<file path="config.mk">
export PLATFORM = sky130hd
export DESIGN_NAME = aes_enc_sched
export DESIGN_NICKNAME = d
export VERILOG_FILES = /design/src/rtl/aes_enc_sched.sv
export SDC_FILE = /design/constraint.sdc
export NUM_CORES = 1
export LEC_CHECK = 0
export CELL_PAD_IN_SITES_DETAIL_PLACEMENT = 1
export CELL_PAD_IN_SITES_GLOBAL_PLACEMENT = 2
export CORE_AREA = 2 2 304 306
export CTS_CLUSTER_SIZE = 20
export DETAILED_ROUTE_END_ITERATION = 10
export DIE_AREA = 0 0 306 308
export GPL_ROUTABILITY_DRIVEN = 1
export HOLD_SLACK_MARGIN = 0.06
export MAX_ROUTING_LAYER = met4
export PLACE_DENSITY_LB_ADDON = 0.1
export SLEW_MARGIN = 20
export SYNTH_ARGS = -nofsm -noshare
export SYNTH_HDL_FRONTEND = slang
export SYNTH_SLANG_ARGS = --single-unit
export TNS_END_PERCENT = 100
</file>
<file path="constraint.sdc">
create_clock -name clk -period 10 [get_ports clk]
set_input_delay 2.5 -clock clk [delete_from_list [all_inputs] [get_ports clk]]
set_output_delay 2.5 -clock clk [all_outputs]
set_load 0.03 [all_outputs]
</file>
<file path="src/rtl/aes_enc_sched.sv">
// aes_enc_sched: sequences key load/expansion and plaintext streaming for a
// pipelined AES-128 core, returning cyphertext in order through a small FIFO.
// Blocks are only issued when their result is guaranteed a FIFO slot, so the
// FIFO write side never needs back-pressure.
//
// state   | meaning
// --------+-------------------------------------------------------------
// IDLE    | no valid key; waiting for a key
// KEY_EXP | expansion pulse sent, waiting for aes_key_done (with timeout)
// RUN     | key valid; accepting plaintext blocks
// DRAIN   | new key accepted; waiting for in-flight blocks to leave the core
module aes_enc_sched #(
  parameter int PIPE_LAT    = 11,
  parameter int OUT_DEPTH   = 4,
  parameter int KEY_TIMEOUT = 64
) (
  input  logic         clk,
  input  logic         reset,
  input  logic         key_valid,
  output logic         key_ready,
  input  logic [127:0] key_in,
  input  logic         in_valid,
  output logic         in_ready,
  input  logic [127:0] in_data,
  output logic         out_valid,
  input  logic         out_ready,
  output logic [127:0] out_data,
  output logic         aes_enable,
  output logic [127:0] aes_key,
  output logic [127:0] aes_plaintext,
  input  logic [127:0] aes_cypher,
  input  logic         aes_key_done,
  output logic         busy,
  output logic         key_err
);

  localparam int PW = (OUT_DEPTH > 1) ? $clog2(OUT_DEPTH) : 1;
  localparam int CW = $clog2(OUT_DEPTH + 1);
  localparam int IW = $clog2(PIPE_LAT + 2);
  localparam int TW = $clog2(KEY_TIMEOUT + 1);

  typedef enum logic [1:0] {S_IDLE, S_KEY_EXP, S_RUN, S_DRAIN} state_t;

  state_t          state;
  logic [PIPE_LAT:0] tag;
  logic [IW-1:0]   inflight;
  logic [CW-1:0]   fifo_count;
  logic [PW-1:0]   wr_ptr;
  logic [PW-1:0]   rd_ptr;
  logic [127:0]    mem [OUT_DEPTH];
  logic [TW-1:0]   tmr;

  logic key_acc;
  logic in_acc;
  logic fifo_wr;
  logic fifo_rd;

  // Credit uses registered counts only, so a pop in the same cycle gives no credit.
  assign key_ready = (state == S_IDLE) || (state == S_RUN);
  assign in_ready  = (state == S_RUN) && ((int'(inflight) + int'(fifo_count)) < OUT_DEPTH);
  assign key_acc   = key_valid && key_ready;
  assign in_acc    = in_valid && in_ready;
  assign fifo_wr   = tag[PIPE_LAT];
  assign out_valid = (fifo_count != '0);
  assign fifo_rd   = out_valid && out_ready;
  assign out_data  = out_valid ? mem[rd_ptr] : '0;
  assign busy      = (state == S_KEY_EXP) || (state == S_DRAIN) ||
                     (inflight != '0) || out_valid;

  // Control FSM: key acceptance, expansion pulse, done/timeout handling.
  always_ff @(posedge clk) begin
    if (reset) begin
      state      <= S_IDLE;
      aes_enable <= 1'b0;
      aes_key    <= '0;
      key_err    <= 1'b0;
      tmr        <= '0;
    end else begin
      aes_enable <= 1'b0;
      if (key_acc) begin
        aes_key <= key_in;
        key_err <= 1'b0;
      end
      case (state)
        S_IDLE: begin
          if (key_acc) begin
            state      <= S_KEY_EXP;
            aes_enable <= 1'b1;
            tmr        <= TW'(KEY_TIMEOUT);
          end
        end
        S_RUN: begin
          if (key_acc) state <= S_DRAIN;
        end
        S_DRAIN: begin
          if (inflight == '0) begin
            state      <= S_KEY_EXP;
            aes_enable <= 1'b1;
            tmr        <= TW'(KEY_TIMEOUT);
          end
        end
        S_KEY_EXP: begin
          // done during the pulse cycle belongs to a previous request; ignore it
          if (!aes_enable) begin
            if (aes_key_done) begin
              state <= S_RUN;
            end else if (tmr == TW'(1)) begin
              state   <= S_IDLE;
              key_err <= 1'b1;
            end else begin
              tmr <= tmr - TW'(1);
            end
          end
        end
        default: state <= S_IDLE;
      endcase
    end
  end

  // Issue path: plaintext register, valid-tag shift register and in-flight count.
  always_ff @(posedge clk) begin
    if (reset) begin
      tag           <= '0;
      inflight      <= '0;
      aes_plaintext <= '0;
    end else begin
      tag <= {tag[PIPE_LAT-1:0], in_acc};
      if (in_acc) aes_plaintext <= in_data;
      case ({in_acc, fifo_wr})
        2'b10:   inflight <= inflight + IW'(1);
        2'b01:   inflight <= inflight - IW'(1);
        default: inflight <= inflight;
      endcase
    end
  end

  // Output FIFO pointers and occupancy.
  always_ff @(posedge clk) begin
    if (reset) begin
      wr_ptr     <= '0;
      rd_ptr     <= '0;
      fifo_count <= '0;
    end else begin
      assert (!(fifo_wr && !fifo_rd && (fifo_count == CW'(OUT_DEPTH))));
      if (fifo_wr) wr_ptr <= wr_ptr + PW'(1);
      if (fifo_rd) rd_ptr <= rd_ptr + PW'(1);
      case ({fifo_wr, fifo_rd})
        2'b10:   fifo_count <= fifo_count + CW'(1);
        2'b01:   fifo_count <= fifo_count - CW'(1);
        default: fifo_count <= fifo_count;
      endcase
    end
  end

  // FIFO storage; contents are don't-care until written, so no reset.
  always_ff @(posedge clk) begin
    if (fifo_wr) mem[wr_ptr] <= aes_cypher;
  end

endmodule

</file>
# Word-level counts from Yosys, hierarchy flattened
# Memories as Yosys holds them, arrays and structs flattened. A register that Yosys moved wholly into a read port is not among the register bits.
# Cells that the tools add are included.
[word_totals] latchBits=0 input_bits=390 mem_bits_rw=512 romBits=0 out_inout_bits=390 reg_bits=290 n_memories=1
[memory_table] name="mem" words=4 width=128 rd=1 rd_clocked_by_memory_dff=1 wr=1 line_no="50" source="logic [127:0] mem [OUT_DEPTH];"
[op_classes] addsub=8 n_mul=0 shift=0 eq_ne=15 magnitude_cmp=1 div_mod_pow=0 n_reduce_logical=17 bitwise_logic=0 mux=28
[ops] cell="two-way mux 128 bit" n=1
[ops] cell="two-way mux 7 bit" n=5
[ops] cell="one-hot mux 7 bit (3 select lines)" n=1
[ops] cell="two-way mux 2 bit" n=8
[ops] cell="!= test 2 bit (second input constant)" n=5
[ops] cell="two-way mux 1 bit" n=9
[ops] cell="equality test 2 bit (second input constant)" n=4
[ops] cell="one-hot mux 2 bit (4 select lines)" n=1
[ops] cell="one-hot mux 4 bit (2 select lines)" n=1
[ops] cell="equality test 7 x 1 -> 1 bit (second input constant)" n=1
[ops] cell="subtractor 7 x 1 -> 7 bit (second input constant)" n=1
[ops] cell="equality test 2 x 1 -> 1 bit (second input constant)" n=3
[ops] cell="one-hot mux 3 bit (2 select lines)" n=1
[ops] cell="AND reduction 6 bit" n=1
[ops] cell="nonzero test 3 bit" n=2
[ops] cell="adder 4 x 3 -> 5 bit" n=1
[ops] cell="less-than comparator 5 x 3 -> 1 bit (second input constant)" n=1
[ops] cell="AND reduction 5 bit" n=1
[ops] cell="adder 2 x 1 -> 2 bit (second input constant)" n=2
[ops] cell="adder 4 x 1 -> 4 bit (second input constant)" n=1
[ops] cell="logical AND 1 bit" n=4
[ops] cell="zero test 4 bit" n=1
[ops] cell="logical OR 1 bit" n=4
[ops] cell="nonzero test 2 bit" n=2
[ops] cell="other kinds (8)" n=8

# Longest topological paths before layout
[logic_depth] word_depth=8 ltp_mapped=12 ltp_nobuf=11

# Least setup slack after synthesis
# Ideal clock, no wire load.
[synth_path] path_kind="input to register" from="in in_valid" to="reg inflight[3]" t_arrival_ps=4358 stages=9 slack_ps=5521 setup_ps=121 t_required_ps=9879 n_path_buf=1 path_cell_list="and4_1 inv_1 clkbuf_1 ha_1 ha_1 a21o_1 a21oi_1 mux2i_1 mux2_2"
[synth_via] elab_chain_cells=3
[synth_rtl] element="from (decl)" line_no="22" source="input logic in_valid,"
[synth_rtl] element="logical AND 1 bit (*)" line_no="62" source="assign in_acc = in_valid && in_ready;"
[synth_rtl] element="equality test 2 x 1 -> 1 bit or equality test 2 bit (tied branches)" line_no="129" source="case ({in_acc, fifo_wr})"
[synth_rtl] element="one-hot mux 4 bit (2 select lines) or nonzero test 2 bit (tied branches)"
[synth_rtl] element="to (signal assigned)" line_no="130" source="2'b10: inflight <= inflight + IW'(1);"
[synth_rtl] element="to (signal assigned)" line_no="131" source="2'b01: inflight <= inflight - IW'(1);"
[synth_rtl] element="to (signal assigned)" line_no="132" source="default: inflight <= inflight;"
[synth_rtl] element="to (decl)" line_no="46" source="logic [IW-1:0] inflight;"
# Every way passes the cells marked *; elsewhere a longest branch is shown, timed or not.
# A chain may end at the register's enable or synchronous reset.

==> impl_metrics.json <==
{
  "status": "finished clean",
  "internal_power_mw": 5.73,
  "clockRootBuffer": "clkbuf_16",
  "worst_pin_slew_ns": 1.10,
  "min_period_ns": 6.53,
  "finalCritPeriodShare": 0.653,
  "antenna_found_initial": 27,
  "io-pin-count": 780,
  "p_per_area_nw_per_um2": 179,
  "wl_um": 101000,
  "timing.fmax_ghz": 0.153,
  "nets": 3282,
  "place_area_um2": 38700,
  "endpoint_kind": "primary output",
  "arrival_ns": 4.03,
  "core_area_um2": 91000,
  "clkPwrFrac": 0.433,
  "ys_seq_elements": 804,
  "grt_pass1_wl_um": 144000,
  "drc": 0,
  "hpwlAfterDp_um": 69300,
  "cts_tree": "done",
  "io_buffers": 779,
  "yosysSeqAreaShare": 0.715,
  "p_switching_mw": 1.72,
  "syn_to_final_growth_pct": 40.2,
  "max_stage_delay_ns": 0.65,
  "hold_violations": 0,
  "via_per_inst": 4.77,
  "place_ws_ns": 4.02,
  "clock_latency_ns": 0.65,
  "drv_cap": 0,
  "via_count": 19846,
  "clkTransAtPathRegs_ns": 0.05,
  "fillers": 9203,
  "drt_iter0_markers": 948,
  "clock-skew-final_ns": 0.0146,
  "post-cts-setup-buffers": 0,
  "synth_area_per_cell_um2": 14.0,
  "start_util": 0.326,
  "cts_sinks": 804,
  "switching_share": 0.231,
  "ys_warn_count": 0,
  "path_cells": "buf_4 -> buf_12 -> mux4_2 -> and2_1 -> clkdlybuf4s50_1",
  "critPathRequiredTime_ns": 7.50,
  "final_common_cell": "clkdlybuf4s50_1",
  "critPathKind": "flip-flop to primary output",
  "setup-violations-final": 0,
  "grt_usage": 0.215,
  "r2r_cells": 10,
  "comb_power_share": 0.082,
  "slew_headroom": 0.265,
  "hold_depth": 1,
  "synth-edff-count": 512,
  "dieArea_um2": 94200,
  "drive_gt1_frac": 0.0998,
  "wl_per_cell_um": 24.3,
  "syn_area_um2": 29700,
  "drtAntennaViolNets": 0,
  "leakage_nw": 13.6,
  "cts_max_path_buffers": 3,
  "grt_overflow": 0,
  "ir_drop_mv": 0.132,
  "drtPass1Iterations": 5,
  "final_cell_area_um2": 41600,
  "synthArstFlopShare": 0,
  "critPathLaunchType": "flip-flop",
  "syn_inst": 2114,
  "drv_slew": 0,
  "power_frac_seq": 0.485,
  "synthFlopType": "edfxtp_1",
  "hp-class": "flip-flop to flip-flop",
  "gp_congestion": 0.807,
  "grt_max_degree": 193,
  "synthDistinctLibCells": 48,
  "rows": 111,
  "die_height_um": 308,
  "rsz0062_at_grt": "no",
  "postCtsHoldBufs": 0,
  "grt_pass1_vias": 20882,
  "slowest_stage": "clkdlybuf4s50_1",
  "cp_max_fo": 81,
  "layout_setup_ws_ns": 3.47,
  "synth_fp_nets": 2523,
  "setup_tns_ns": 0,
  "cts_inserted_buffers": 91,
  "layout_common_cells": "778 x clkdlybuf4s50_1, 516 x nand2_1, 512 x edfxtp_1",
  "fp.dieW_um": 306,
  "ctsHtreeMaxLevel": 3,
  "ctsResizeCount": 0
}
-- logic make-up after synthesis --
family	after synthesis	share of synthesized area
simple gates	711	0.105
flops	804	0.715
xor+xnor	7	0.00206
buf+inv	152	0.0198
compound gates	290	0.0519
mux	131	0.0981
fa+ha+maj	19	0.00851
-- synth_stat cells (2+ instances only) --
| library cell | number | area, um2 |
|---|---|---|
| a21boi_0 | 2 | 15.0 |
| a21oi_1 | 267 | 1340 |
| and2_1 | 133 | 832 |
| buf_1 | 13 | 48.8 |
| buf_2 | 14 | 70.1 |
| clkbuf_1 | 106 | 398 |
| dfxtp_1 | 292 | 5850 |
| edfxtp_1 | 512 | 15400 |
| fa_1 | 2 | 40.0 |
| ha_1 | 17 | 213 |
| inv_1 | 19 | 71.3 |
| mux2i_1 | 2 | 20.0 |
| mux4_2 | 128 | 2880 |
| nand2_1 | 516 | 1940 |
| nand2b_1 | 5 | 31.3 |
| nand3_1 | 3 | 15.0 |
| nor2_1 | 20 | 75.1 |
| nor2b_1 | 13 | 81.3 |
| nor4_1 | 5 | 31.3 |
| o21a_1 | 2 | 15.0 |
| o21ai_0 | 5 | 25.0 |
| o41ai_1 | 2 | 17.5 |
| or3_1 | 4 | 25.0 |
| or4_1 | 3 | 22.5 |
| xnor2_1 | 2 | 17.5 |
| xor2_1 | 5 | 43.8 |
-- power groups by stage --
stage / combinational, mW / sequential, mW / clock, mW
5_1_grt: 0.652 / 3.62 / 3.45
3_3_place_gp: 0.597 / 3.68 / 0
6_report: 0.609 / 3.61 / 3.22
4_1_cts: 0.617 / 3.61 / 3.32
3_5_place_dp: 0.615 / 3.68 / 0
2_1_floorplan: 0.162 / 3.77 / 0
-- worst max-delay path: cells and delay by family (launching register included) --
kind	cells	cell delay (ns)
buf+inv	3	1.86
mux	1	0.60
flops	1	0.57
simple gates	1	0.17
-- path summary, 6_finish.rpt --
| check | from | slack (ns) | end |
|---|---|---|---|
| worst max-delay path | flip-flop | 3.47 | out_data[7] |
| worst min register to register | tag[4] | 0.43 | tag[5] |
| worst min-delay path | tag[4] | 0.43 | tag[5] |
| worst max register to register | inflight[2] | 5.70 | inflight[3] |
-- cell type report --
class | count | area, um2 | share of cell area
Antenna cell | 28 | 70.1 | 0.00168
Clock buffer | 117 | 2470 | 0.0593
Clock inverter | 49 | 387 | 0.00928
Inverter | 19 | 73.8 | 0.00177
Multi-Input combinational cell | 1158 | 7930 | 0.191
Sequential cell | 804 | 21200 | 0.510
Tap cell | 1186 | 1480 | 0.0356
Timing Repair Buffer | 799 | 8000 | 0.192
-- sequential cells by signal (all words and copies together), names as in the netlist, named ones only --
signal,count
aes_enable,1
aes_key,128
aes_plaintext,128
fifo_count,3
inflight,4
key_err,1
mem,512
rd_ptr,2
state,2
tag,12
tmr,7
wr_ptr,2
-- per-layer routing --
layer | global-route usage | share of wire | routed length [um]
met1 | 0.240 | 0.39 | 39200
met3 | 0.0712 | 0.070 | 7100
met5 | - | 0 | 0
met2 | 0.364 | 0.51 | 51700
met4 | 0.0656 | 0.030 | 3000
-- per-stage QoR --
| step | hold slack, ns | instances | power (mW) | util |
|---|---|---|---|---|
| 2_1_floorplan | 0.414 | 2114 | 3.94 | - |
| 3_3_place_gp | 0.419 | 3965 | 4.27 | 0.425 |
| 3_5_place_dp | 0.424 | 3966 | 4.30 | 0.426 |
| 4_1_cts | 0.434 | 4132 | 7.55 | 0.457 |
| 5_1_grt | 0.454 | 4157 | 7.71 | 0.458 |
| 6_report | 0.433 | 4160 | 7.44 | 0.458 |
(Power assumes the default switching activity.)
